==> src/rtl/dual_is_pkg.sv <==
// Shared types for the dual-issue core: architectural widths and the writeback entry.
package dual_is_pkg;
  localparam int XLEN       = 32;
  localparam int REG_ADDR_W = 5;
  localparam int NUM_REGS   = 32;

  typedef struct packed {
    logic [REG_ADDR_W-1:0] rd;
    logic [XLEN-1:0]       data;
  } wb_entry_t;

  function automatic logic [NUM_REGS-1:0] rd_onehot(input logic [REG_ADDR_W-1:0] rd);
    rd_onehot     = '0;
    rd_onehot[rd] = 1'b1;
  endfunction
endpackage

==> src/rtl/wb_fifo.sv <==
// 2-write / 1-read in-order FIFO of writeback entries; exposes per-entry valid+rd
// so the owner can build a pending-destination mask.
module wb_fifo
  import dual_is_pkg::*;
#(
  parameter int DEPTH = 4,
  localparam int PTR_W = $clog2(DEPTH),
  localparam int CNT_W = PTR_W + 1
) (
  input  logic                                clk,
  input  logic                                rst,
  input  logic [1:0]                          i_push_cnt,
  input  wb_entry_t                           i_push_a,
  input  wb_entry_t                           i_push_b,
  input  logic                                i_pop,
  output logic [CNT_W-1:0]                    o_count,
  output wb_entry_t                           o_head,
  output logic [DEPTH-1:0]                    o_ent_vld,
  output logic [DEPTH-1:0][REG_ADDR_W-1:0]    o_ent_rd
);
  wb_entry_t        r_mem [DEPTH];
  logic [PTR_W-1:0] r_wptr;
  logic [PTR_W-1:0] r_rptr;
  logic [CNT_W-1:0] r_count;

  // Storage is not reset: only entries between rptr and rptr+count are ever observed.
  always_ff @(posedge clk) begin
    if (i_push_cnt != 2'd0) r_mem[r_wptr] <= i_push_a;
    if (i_push_cnt == 2'd2) r_mem[r_wptr + PTR_W'(1)] <= i_push_b;
  end

  always_ff @(posedge clk) begin
    if (rst) begin
      r_wptr  <= '0;
      r_rptr  <= '0;
      r_count <= '0;
    end else begin
      r_wptr  <= r_wptr + PTR_W'(i_push_cnt);
      r_rptr  <= r_rptr + PTR_W'(i_pop);
      r_count <= r_count + CNT_W'(i_push_cnt) - CNT_W'(i_pop);
    end
  end

  assign o_count = r_count;
  assign o_head  = r_mem[r_rptr];

  // An entry is live when its distance from the read pointer is below the occupancy.
  for (genvar i = 0; i < DEPTH; i++) begin : g_ent
    logic [PTR_W-1:0] w_off;
    assign w_off        = PTR_W'(i) - r_rptr;
    assign o_ent_vld[i] = ({1'b0, w_off} < r_count);
    assign o_ent_rd[i]  = r_mem[i].rd;
  end
endmodule

==> src/rtl/wb_arbiter.sv <==
// Writeback arbiter: accepts up to two results per cycle in program order and
// retires one per cycle into the register-file write port.
module wb_arbiter
  import dual_is_pkg::*;
#(
  parameter int DEPTH = 4
) (
  input  logic        clk,
  input  logic        rst,
  input  logic        wb0_valid,
  input  logic [4:0]  wb0_rd,
  input  logic [31:0] wb0_data,
  output logic        wb0_ready,
  input  logic        wb1_valid,
  input  logic [4:0]  wb1_rd,
  input  logic [31:0] wb1_data,
  output logic        wb1_ready,
  output logic [4:0]  write_reg,
  output logic [31:0] write_data,
  output logic        reg_write,
  output logic [31:0] pend_mask
);
  localparam int CNT_W = $clog2(DEPTH) + 1;

  logic [CNT_W-1:0]                 w_count;
  wb_entry_t                        w_head;
  wb_entry_t                        w_e0;
  wb_entry_t                        w_e1;
  wb_entry_t                        w_push_a;
  logic [DEPTH-1:0]                 w_ent_vld;
  logic [DEPTH-1:0][REG_ADDR_W-1:0] w_ent_rd;
  logic                             w_st0;
  logic                             w_st1;
  logic                             w_pop;
  logic [1:0]                       w_push_cnt;
  logic [NUM_REGS-1:0]              w_pend;

  logic                             r_reg_write;
  logic [REG_ADDR_W-1:0]            r_write_reg;
  logic [XLEN-1:0]                  r_write_data;

  // Readys look only at occupancy, so there is no valid->ready path.
  assign wb0_ready = (w_count <= CNT_W'(DEPTH - 1));
  assign wb1_ready = (w_count <= CNT_W'(DEPTH - 2));

  // x0 results handshake normally but are never stored.
  assign w_st0 = wb0_valid & wb0_ready & (wb0_rd != 5'd0);
  assign w_st1 = wb1_valid & wb1_ready & (wb1_rd != 5'd0);
  assign w_e0  = '{rd: wb0_rd, data: wb0_data};
  assign w_e1  = '{rd: wb1_rd, data: wb1_data};

  // Compact stored results so the older one always lands at wptr.
  assign w_push_cnt = {1'b0, w_st0} + {1'b0, w_st1};
  assign w_push_a   = w_st0 ? w_e0 : w_e1;
  assign w_pop      = (w_count != '0);

  wb_fifo #(.DEPTH(DEPTH)) u_fifo (
    .clk       (clk),
    .rst       (rst),
    .i_push_cnt(w_push_cnt),
    .i_push_a  (w_push_a),
    .i_push_b  (w_e1),
    .i_pop     (w_pop),
    .o_count   (w_count),
    .o_head    (w_head),
    .o_ent_vld (w_ent_vld),
    .o_ent_rd  (w_ent_rd)
  );

  always_ff @(posedge clk) begin
    if (rst) begin
      r_reg_write  <= 1'b0;
      r_write_reg  <= '0;
      r_write_data <= '0;
    end else begin
      r_reg_write <= w_pop;
      if (w_pop) begin
        r_write_reg  <= w_head.rd;
        r_write_data <= w_head.data;
      end
    end
  end

  always_comb begin
    w_pend = r_reg_write ? rd_onehot(r_write_reg) : '0;
    for (int i = 0; i < DEPTH; i++) begin
      if (w_ent_vld[i]) w_pend = w_pend | rd_onehot(w_ent_rd[i]);
    end
  end

  assign reg_write  = r_reg_write;
  assign write_reg  = r_write_reg;
  assign write_data = r_write_data;
  assign pend_mask  = w_pend;
endmodule

==> config.mk <==
export PLATFORM = sky130hd
export DESIGN_NAME = wb_arbiter
export DESIGN_NICKNAME = d
export VERILOG_FILES = /design/src/rtl/dual_is_pkg.sv /design/src/rtl/wb_fifo.sv /design/src/rtl/wb_arbiter.sv
export SDC_FILE = /design/constraint.sdc
export NUM_CORES = 1
export LEC_CHECK = 0
export ABC_CLOCK_PERIOD_IN_PS = 11190
export CAP_MARGIN = 20
export CORE_MARGIN = 2
export CORE_UTILIZATION = 30
export CTS_BUF_LIST = sky130_fd_sc_hd__clkbuf_8 sky130_fd_sc_hd__clkbuf_16
export DETAILED_ROUTE_END_ITERATION = 8
export PLACE_DENSITY = 0.58
export RECOVER_POWER = 100
export SLEW_MARGIN = 20
export SYNTH_ARGS = -nofsm -noshare
export SYNTH_HDL_FRONTEND = slang
export SYNTH_SLANG_ARGS = --single-unit
==> constraint.sdc <==
create_clock -name clk -period 11.19 [get_ports clk]
set_input_delay 1.119 -clock clk [delete_from_list [all_inputs] [get_ports clk]]
set_output_delay 1.119 -clock clk [all_outputs]
set_load 0.05 [all_outputs]
==> run metrics, run 1 <==
CP Cell Sequence=xor2_1 > inv_1 > ha_1 > and2b_1 > a2111oi_0 > a22oi_1 > nand3_1 > dlygate4sd3_1; final hold vios=0; status=finished with violations; num ports=150; failing checks=max-capacitance violations, max-slew violations; flop-to-flop setup slack=5.66 ns; IO Port Bufs=149; Initial DRC Count=683; clock buffer depth=2; H-Tree Level Count=4; unrepaired setup endpoints after global routing=no; hold_buf cts=0; crit path DAT=6.11 ns; GRT overflow=0; P&R area growth vs syn=16.9%; initial antenna violation count=4; Top Family by Delay on Critical Path=flip-flops; Crit path largest cell delay=2.30 ns; Synth area leader=edfxtp_1; most common cell in the netlist=edfxtp_1; Slew HR=-135%; Worst Path Buf+Inv=2; WHS Endpoint=write_data[26]$_SDFFE_PP0N_; setup violators final=0; Final TNS setup=0 ns; Setup crit start kind=flop; top cell type's share of synthesized area=39.3%; Required @ worst endpoint=10.07 ns; DR vias=7,771; EDFF count, synth=148; sequential area share after synthesis=47.3%; die height=198 um; Reg clk slew, reported paths=0.07 ns; CP Max Fanout=44; Post-synth ARST share=0%; worst-margin pin slew=3.49 ns; total setup buffers inserted after CTS=0; Pleak=0.00453 uW; Slowest cell on crit path=dfxtp_1; fin crit period=7.23 ns; CP Capture Type=output port; Final Max Slew Viols=355; final WL=33.2 mm; clk sinks=193; GR Layer Usage met3=3.36%; vias in the first global route=7,928; Worst-Skew Late Latency=0.43 ns; Post-Syn Nets=941; die width=198 um; max reg flops=148; GPL Wtd Cong=0.931; Routed Antenna Nets=0; pin count of the biggest net entering global routing=46; Crit Path Class=reg2out; CTS root buf=clkbuf_16; top_reg_cell synth=edfxtp_1; Nets=1,061; First-pass DRT Iterations=5; CTS tree=built; R2R depth=7; residual DRC count=0; first-pass GRT wire length=48.1 mm; maximum vdd ir drop=126 uV; WHS Path Cells=2; cell count after synthesis=851; Clock Skews=0.0125 ns; Hold Crit Class=reg2reg; final period utilization=64.6%; per-cell routed wire length=22.2 um; Initial Utilization=30.2%; CTS buffer count=17; Synth top cells by count=edfxtp_1 (148), mux2_4 (116), nand2_1 (97), dfxtp_1 (45), a22oi_1 (42); GRT Total Usage=16.6%; Mapped Area=11,300 um^2; hold_sp=write_data[26]$_SDFFE_PP0N_; cells resized by post-CTS repair=0; Reg-to-Reg Start=u_fifo.o_count[2]$_SDFF_PP0_; num rows=71; layout cell share with drive strength beyond 1=11.8%; Most Crowded Layer GR=met2; Cell Pwr Density=274 nW/um^2; half-perimeter wire length after placement=22.4 mm; setup ws final=3.96 ns; Max-Cap Viols=11; Ys Warns=0; Vias per Instance=5.19; mean area per synthesized cell=13.3 um^2; register bit total from synthesis=193; worst setup slack after placement=6.45 ns; fmax=0.138 GHz; top cells by area, synth=edfxtp_1 (39%), mux2_4 (15%), dfxtp_1 (8.0%), mux4_2 (7.4%), nand2_1 (3.2%); GR Layer Usage met2=29.7%; DIE AREA=39,200 um^2; M1 GR Usage=19.7%; worst flop-to-flop path endpoint=u_fifo.r_mem[3][16]$_DFFE_PP_; Unique masters post-synth=55; placeable core area=37,400 um^2
## logic make-up after synthesis
group | after synthesis | synth area share, %
fa+ha+maj | 12 | 1.39
flops | 193 | 47.3
buf+inv | 69 | 4.37
xor+xnor | 6 | 0.465
compound gates | 134 | 8.91
mux | 181 | 25.6
simple gates | 256 | 12.0
## metal layers
layer  up-vias  part of all wire, %
li1       3553                    -
met1      3846                   41
met2       313                   50
met3        53                  5.9
met4         6                  2.8
met5         -                0.099
## metrics by stage
step           power, uW  cell area (um^2)  hold WS (ns)  std cells  utilization [%]
2_1_floorplan       2530             11300         0.554        851                -
3_3_place_gp        3080             13100         0.440       1463             35.0
3_5_place_dp        3100             13100         0.444       1463             35.1
4_1_cts             3790             13800         0.455       1495             36.9
5_1_grt             3800             13200         0.466       1495             35.3
6_report            3620             13200         0.448       1497             35.3
## final cells by class
cell class | instances | area [um^2]
Inverter | 14 | 52.6
Clock inverter | 14 | 221
Fill cell | 3715 | 24200
Clock buffer | 18 | 450
Tap cell | 511 | 639
Antenna cell | 2 | 5.00
Timing Repair Buffer | 156 | 1520
Sequential cell | 193 | 5350
Multi-Input combinational cell | 589 | 4980
## worst min-delay path: stages (launching register included)
cell and delay (ns):
dfxtp_1 0.31, nand2_1 0.05, a21oi_1 0.05
## cell usage in the layout (no fill, tap or decap), drive strengths merged, types with 4 or more instances in the layout
master and instances:
inv 18, clkinv 5, clkdlybuf4s50 79, dlygate4sd3 69, o2111ai 8, clkbuf 23, nor3b 7, bufinv 4
and3 4, nand2 101, and2 4, mux4 37, xnor2 5, nor2b 18, o22ai 12, dfxtp 45
a22oi 42, nand4 13, a22o 4, nor2 19, mux2 144, edfxtp 148, nand3 38, nand2b 17
nand3b 5, or3 11, o2111a 7, ha 11, a21oi 39, a2111oi 7, and3b 4, nor3 7
## how the worst max path moves through the flow
stage	endpoint	start	cells past startpoint	slack (ns)
after CTS	pend_mask[14]	u_fifo.r_rptr[0]$_SDFF_PP0_	8	5.97
after floorplan	u_fifo.r_mem[3][0]$_DFFE_PP_	wb0_rd[0]	7	6.00
after global routing	pend_mask[26]	u_fifo.r_rptr[0]$_SDFF_PP0_	8	3.35
after detailed placement	pend_mask[14]	u_fifo.r_rptr[0]$_SDFF_PP0_	8	6.45
final	pend_mask[10]	u_fifo.r_rptr[0]$_SDFF_PP0_	8	3.96
after global placement	pend_mask[8]	u_fifo.r_rptr[0]$_SDFF_PP0_	8	6.41
## report_power, final
part           leakage [uW]  switching, uW  internal [uW]
Combinational       0.00246           1110            597
Sequential          0.00174            182           1050
Clock              0.000325            283            397
Total               0.00453           1580           2040
Power figures use the tool's default switching activity.
==> inputs of run 2 (changes only) <==
Settings changed: ABC_CLOCK_PERIOD_IN_PS 11190 to 7200.
Clock period 11.19 ns to 7.2 ns, I/O delays scaled along.
==> run metrics, run 2 (synthesized netlist as in run 1, its figures left out) <==
final WL=32.5 mm (-1.9%); Worst-Skew Late Latency=0.44 ns (about the same); max reg flops=148 (unchanged); Slew HR=-91.3% (+43 points); unrepaired setup endpoints after global routing=no; per-cell routed wire length=21.7 um (-2.0%); GRT Total Usage=16.2% (-0.44 points); final period utilization=77.6%; total setup buffers inserted after CTS=0 (unchanged); num rows=71 (unchanged); vias in the first global route=7,680 (-3.1%); CTS root buf=clkbuf_16; clock buffer depth=2 (unchanged); fin crit period=5.59 ns; GRT overflow=0 (unchanged); die width=198 um (unchanged); Nets=1,062 (+0.094%); P&R area growth vs syn=16.3%; CP Capture Type=output port; final core occ=35.1% (-0.20 points); final instance area=13,100 um^2 (-0.57%); num ports=150 (unchanged); commonest non-fill, non-tap cell in the layout=edfxtp_1; IO Port Bufs=149 (unchanged); Final TNS setup=0 ns (unchanged); Setup crit start kind=flop; first-pass GRT wire length=47.1 mm (-2.1%); DIE AREA=39,200 um^2 (unchanged); layout cell share with drive strength beyond 1=11.7% (-0.11 points); cells resized by post-CTS repair=0 (unchanged); DP Area=13,100 um^2 (-0.13%); worst setup slack after placement=2.74 ns (-3.70 ns); initial antenna violation count=3 (-1); Pleak=0.00450 uW (-0.57%); die height=198 um (unchanged); CP Max Fanout=30 (-32%); Hold Crit Class=reg2reg; Initial DRC Count=657 (-3.8%); Required @ worst endpoint=6.48 ns (-3.59 ns); placeable core area=37,400 um^2 (unchanged); First-pass DRT Iterations=7 (+2); H-Tree Level Count=4 (unchanged); CTS buffer count=17 (unchanged); failing checks=max-capacitance violations, max-slew violations; final hold vios=0 (unchanged); maximum vdd ir drop=226 uV (+80%); half-perimeter wire length after placement=21.8 mm (-2.7%); Routed Antenna Nets=0 (unchanged); hold_buf cts=0 (unchanged); Max-Cap Viols=12 (+1); Cell Pwr Density=418 nW/um^2 (+53%); Reg clk slew, reported paths=0.07 ns (about the same); GPL Wtd Cong=0.942 (+1.1%); CTS tree=built; status=finished with violations; Clock Skews=0.0221 ns (+0.00957 ns); DR vias=7,770 (-0.013%); commonest non-fill, non-tap cells in the layout=edfxtp_1 (148), mux2_1 (116), nand2_1 (101); Cells after DPL=1,463 (unchanged); setup ws final=1.61 ns (-2.35 ns); Final Max Slew Viols=345 (-2.8%); fmax=0.179 GHz; final std cells w/o fill=1,498 (+0.067%); pin count of the biggest net entering global routing=46 (unchanged); Initial Utilization=30.2% (unchanged); clk sinks=193 (unchanged); crit path DAT=4.87 ns (-1.24 ns); Crit Path Class=reg2out; worst-margin pin slew=2.85 ns (-0.642 ns); residual DRC count=0 (unchanged); setup violators final=0 (unchanged); Vias per Instance=5.19 (about the same)
run 2: final timing paths:
check	start	cells after the start	slack, ns	endpoint
hold / removal	write_data[3]$_SDFFE_PP0N_	2	0.45	write_data[3]$_SDFFE_PP0N_
setup reg to reg	u_fifo.o_count[2]$_SDFF_PP0_	11	1.77	u_fifo.o_count[2]$_SDFF_PP0_
setup / recovery	u_fifo.r_rptr[1]$_SDFF_PP0_	9	1.61	pend_mask[26]
hold reg to reg	write_data[3]$_SDFFE_PP0N_	2	0.45	write_data[3]$_SDFFE_PP0N_
run 2: worst max-delay path, stage by stage (launching register included):
cell and delay (ns):
dfxtp_2 0.53, buf_4 0.50, xor2_1 0.29, inv_1 0.07, ha_1 0.29, and2b_1 0.24, a2111oi_0 1.26, a22oi_1 0.18
nand3_1 0.16, dlygate4sd3_1 0.89
run 2: through the flow:
stage | total power, uW | hold slack, ns
2_1_floorplan | 3930 | 0.554
3_3_place_gp | 4790 | 0.440
3_5_place_dp | 4800 | 0.446
4_1_cts | 5780 | 0.456
5_1_grt | 5790 | 0.467
6_report | 5500 | 0.450
run 2: per-layer routing:
| layer | wire (um) | GRT usage (%) |
|---|---|---|
| met3 | 2050 | 3.20 |
| met2 | 15900 | 28.4 |
| met5 | 11 | 0 |
| met4 | 857 | 5.60 |
| met1 | 13700 | 19.8 |
run 2: area by class of cell:
class / instances / area (um^2)
well taps: 511 / 639
multi-input cells: 589 / 4950
flip-flops and latches: 193 / 5350
clock buffers: 18 / 450
inverters: 14 / 52.6
fillers: 3732 / 24300
diodes: 2 / 5.00
repair buffers: 157 / 1530
clock inverters: 14 / 169
run 2: where the power goes:
| group | switching [uW] | internal, uW |
|---|---|---|
| registers | 293 | 1630 |
| clock network | 457 | 517 |
| logic | 1690 | 915 |
| total | 2440 | 3060 |
==> RTL change: new RTL, flow settings as in run 2 <==
`DEPTH` is set to 4 in 2 places; all go to 8.
--- a/src/rtl/wb_fifo.sv
+++ b/src/rtl/wb_fifo.sv
@@ -3,7 +3,7 @@
 module wb_fifo
   import dual_is_pkg::*;
 #(
-  parameter int DEPTH = 4,
+  parameter int DEPTH = 8,
   localparam int PTR_W = $clog2(DEPTH),
   localparam int CNT_W = PTR_W + 1
 ) (
--- a/src/rtl/wb_arbiter.sv
+++ b/src/rtl/wb_arbiter.sv
@@ -3,7 +3,7 @@
 module wb_arbiter
   import dual_is_pkg::*;
 #(
-  parameter int DEPTH = 4
+  parameter int DEPTH = 8
 ) (
   input  logic        clk,
   input  logic        rst,
Check against the original RTL: not equivalent (Yosys sat finds a counterexample within 4 cycles, from zero or initial values and one cycle with rst high).
==> RTL change against run 2 <==
  * The run still ends with capacitance limit, slew limit left
  * Cell count increased by 68%
  * Clock skew shrank 0.0084 ns
  * Core utilization grew 0.68 points
  * Die area grew 70%
  * Global-route usage is 2.9 points higher
  * Setup slack lost 0.60 ns
  * Clock power is 110% higher
  * Synthesized area up 72%
  * Cell area is 75% higher
  * Wire length grew 99%
  * Power rose by 67%
  * Combinational power rose by 58%
  * Via count up 80%
  * Sequential cell count grew 151
  * Largest cell class unchanged
  * Highest routed layer unchanged
==> RTL change: results (changes against run 2) <==
status: "finished, violations left"  # unchanged
violations: "capacitance limit, slew limit"  # unchanged
via_per_inst: 5.580  # was 5.187
critPathMaxFanout: 19  # was 30
ys_seq_area_frac: 0.5077  # was 0.4729
crit_slowest_cell: "nor2_1"  # was a2111oi_0
leakage_nw: 7.555  # was 4.505 nW
cts-root-buf: "clkbuf_16"  # unchanged
ir_worst_vdd_uv: 262.0  # was 226.5 uV
max_stage_delay_ns: 1.67  # was 1.26 ns
synth.area.top_cells: "edfxtp_1 (46%), mux2_2 (9.6%), mux4_2 (8.6%)"  # was edfxtp_1 (39%), mux2_4 (15%), dfxtp_1 (8.0%)
maxCapViolCount: 17  # was 12
worst_hold_path.endpoint: "write_data[10]"  # was write_data[3]
gr-usage-met2: 0.3177  # was 0.2838
dr_wl_met3_um: 4770  # was 2053 um
vias: 14020  # was 7770
arrival_ns: 6.45  # was 4.87 ns
wl_met2_um: 30640  # was 15890 um
grt_pass1_wl_um: 95380  # was 47130 um
clockBufferDepth: 3  # was 2
hold_path.startpoint: "write_data[10]"  # was write_data[3]
synth_nets: 1611  # was 941
drtIter0Drc: 1597  # was 657
drive_above_1_share: 0.2080  # was 0.1168
routed_wl_um: 64670  # was 32540 um
largest_reg_flops: 296  # was 148
gp_congestion: 0.9480  # was 0.9416
use_met3: 0.03316  # was 0.03202
ys_top_cells_by_count: "edfxtp_1 (296), mux2_2 (165), mux2_1 (123)"  # was edfxtp_1 (148), mux2_4 (116), nand2_1 (97)
highest_layer: "met5"  # unchanged
final_nets: 1731  # was 1062
whs_ns: 0.4951  # was 0.4497 ns
cts_buffers: 38  # was 17
dp_hpwl_um: 42400  # was 21810 um
clk-insertion-delay-late_ns: 0.53  # was 0.44 ns
grt_use_total: 0.1911  # was 0.1618
met1_length_um: 27640  # was 13720 um
r2r_cells: 13  # was 11
grt_max_degree: 77  # was 46
dp.cells: 2439  # was 1463
final_max_slew_viol_count: 480  # was 345
timing.rr.start: "u_fifo.o_count[3]"  # was u_fifo.o_count[2]
skew_ns: 0.01368  # was 0.02208 ns
antenna_found_initial: 7  # was 3
p_int_mw: 5.461  # was 3.060 mW
synth_edf_count: 296  # was 148
cp_top_family: "simple AND/OR/NAND/NOR gates"  # was buffers and inverters
fill_cells: 6264  # was 3732
use_met1: 0.2578  # was 0.1979
cts_max_level: 2  # was 4
r2r_end: "u_fifo.r_mem[4][22]"  # was u_fifo.o_count[2]
maxSlewHeadroom: -1.133  # was -0.9130
r2r_slack_ns: 1.11  # was 1.77 ns
yosysUniqueCellTypes: 65  # was 55
synthCells: 1504  # was 851
-- RTL change: changes by cell type after synthesis, moves of 35 or more --
| cell | change |
|---|---|
| mux4_2 | +37 |
| mux2_1 | +123 |
| clkbuf_1 | +35 |
| mux2_2 | +137 |
| o22ai_1 | +65 |
| edfxtp_1 | +148 |
| mux2_4 | -116 |
| nor2_1 | +99 |
| a311oi_1 | +37 |
-- RTL change: power by group through the flow --
stage	Combinational [mW]	Sequential [mW]	Clock (mW)
finish	4.10	3.05	2.03
global route	4.38	3.10	2.14
CTS	4.22	3.04	2.07
detailed placement	4.20	3.08	0
global placement	4.16	3.07	0
floorplan	2.68	3.14	0
-- RTL change: final cells by class --
type | count | area (um^2) | share of cell area
Tap cell | 855 | 1070 | 0.04650
Timing Repair Buffer | 178 | 1630 | 0.07086
Clock inverter | 24 | 222.7 | 0.009680
Sequential cell | 344 | 9856 | 0.4284
Multi-Input combinational cell | 1031 | 9011 | 0.3916
Antenna cell | 3 | 7.507 | 0.0003263
Inverter | 31 | 116.4 | 0.005057
Clock buffer | 46 | 1095 | 0.04758
-- RTL change: cells by family (layout without fill, tap and decap cells) --
| group | after synthesis | count (layout) | share of synthesized area |
|---|---|---|---|
| fa+ha+maj | 29 | 29 | 0.01948 |
| mux | 362 | 362 | 0.2531 |
| buf+inv | 129 | 279 | 0.02754 |
| compound gates | 217 | 217 | 0.08262 |
| flops | 344 | 344 | 0.5077 |
| other cells | 0 | 3 | 0 |
| xor+xnor | 9 | 9 | 0.004063 |
| simple gates | 414 | 414 | 0.1055 |
-- RTL change: through the flow --
step | setup WS, ns | total power, mW | utilization | area, um^2
6_report | 1.015 | 9.187 | 0.3582 | 23010
5_1_grt | 0.7796 | 9.624 | 0.3581 | 23000
3_5_place_dp | 2.069 | 7.285 | 0.3414 | 21930
4_1_cts | 1.717 | 9.330 | 0.3619 | 23240
3_3_place_gp | 2.178 | 7.234 | 0.3412 | 21920
2_1_floorplan | 2.056 | 5.819 | - | 19400
-- RTL change: worst max path at each step --
| stage | startpoint | to | slack, ns | cells past startpoint |
|---|---|---|---|---|
| finish | wb0_rd[2] | u_fifo.r_mem[4][22] | 1.02 | 11 |
| detailed placement | wb0_rd[2] | u_fifo.r_mem[1][8] | 2.07 | 11 |
| global placement | wb0_rd[2] | u_fifo.r_mem[1][31] | 2.18 | 11 |
| CTS | u_fifo.r_rptr[1] | pend_mask[3] | 1.72 | 11 |
| global route | u_fifo.o_count[3] | u_fifo.r_mem[4][5] | 0.78 | 13 |
| floorplan | u_fifo.o_count[3] | u_fifo.r_mem[0][0] | 2.06 | 8 |
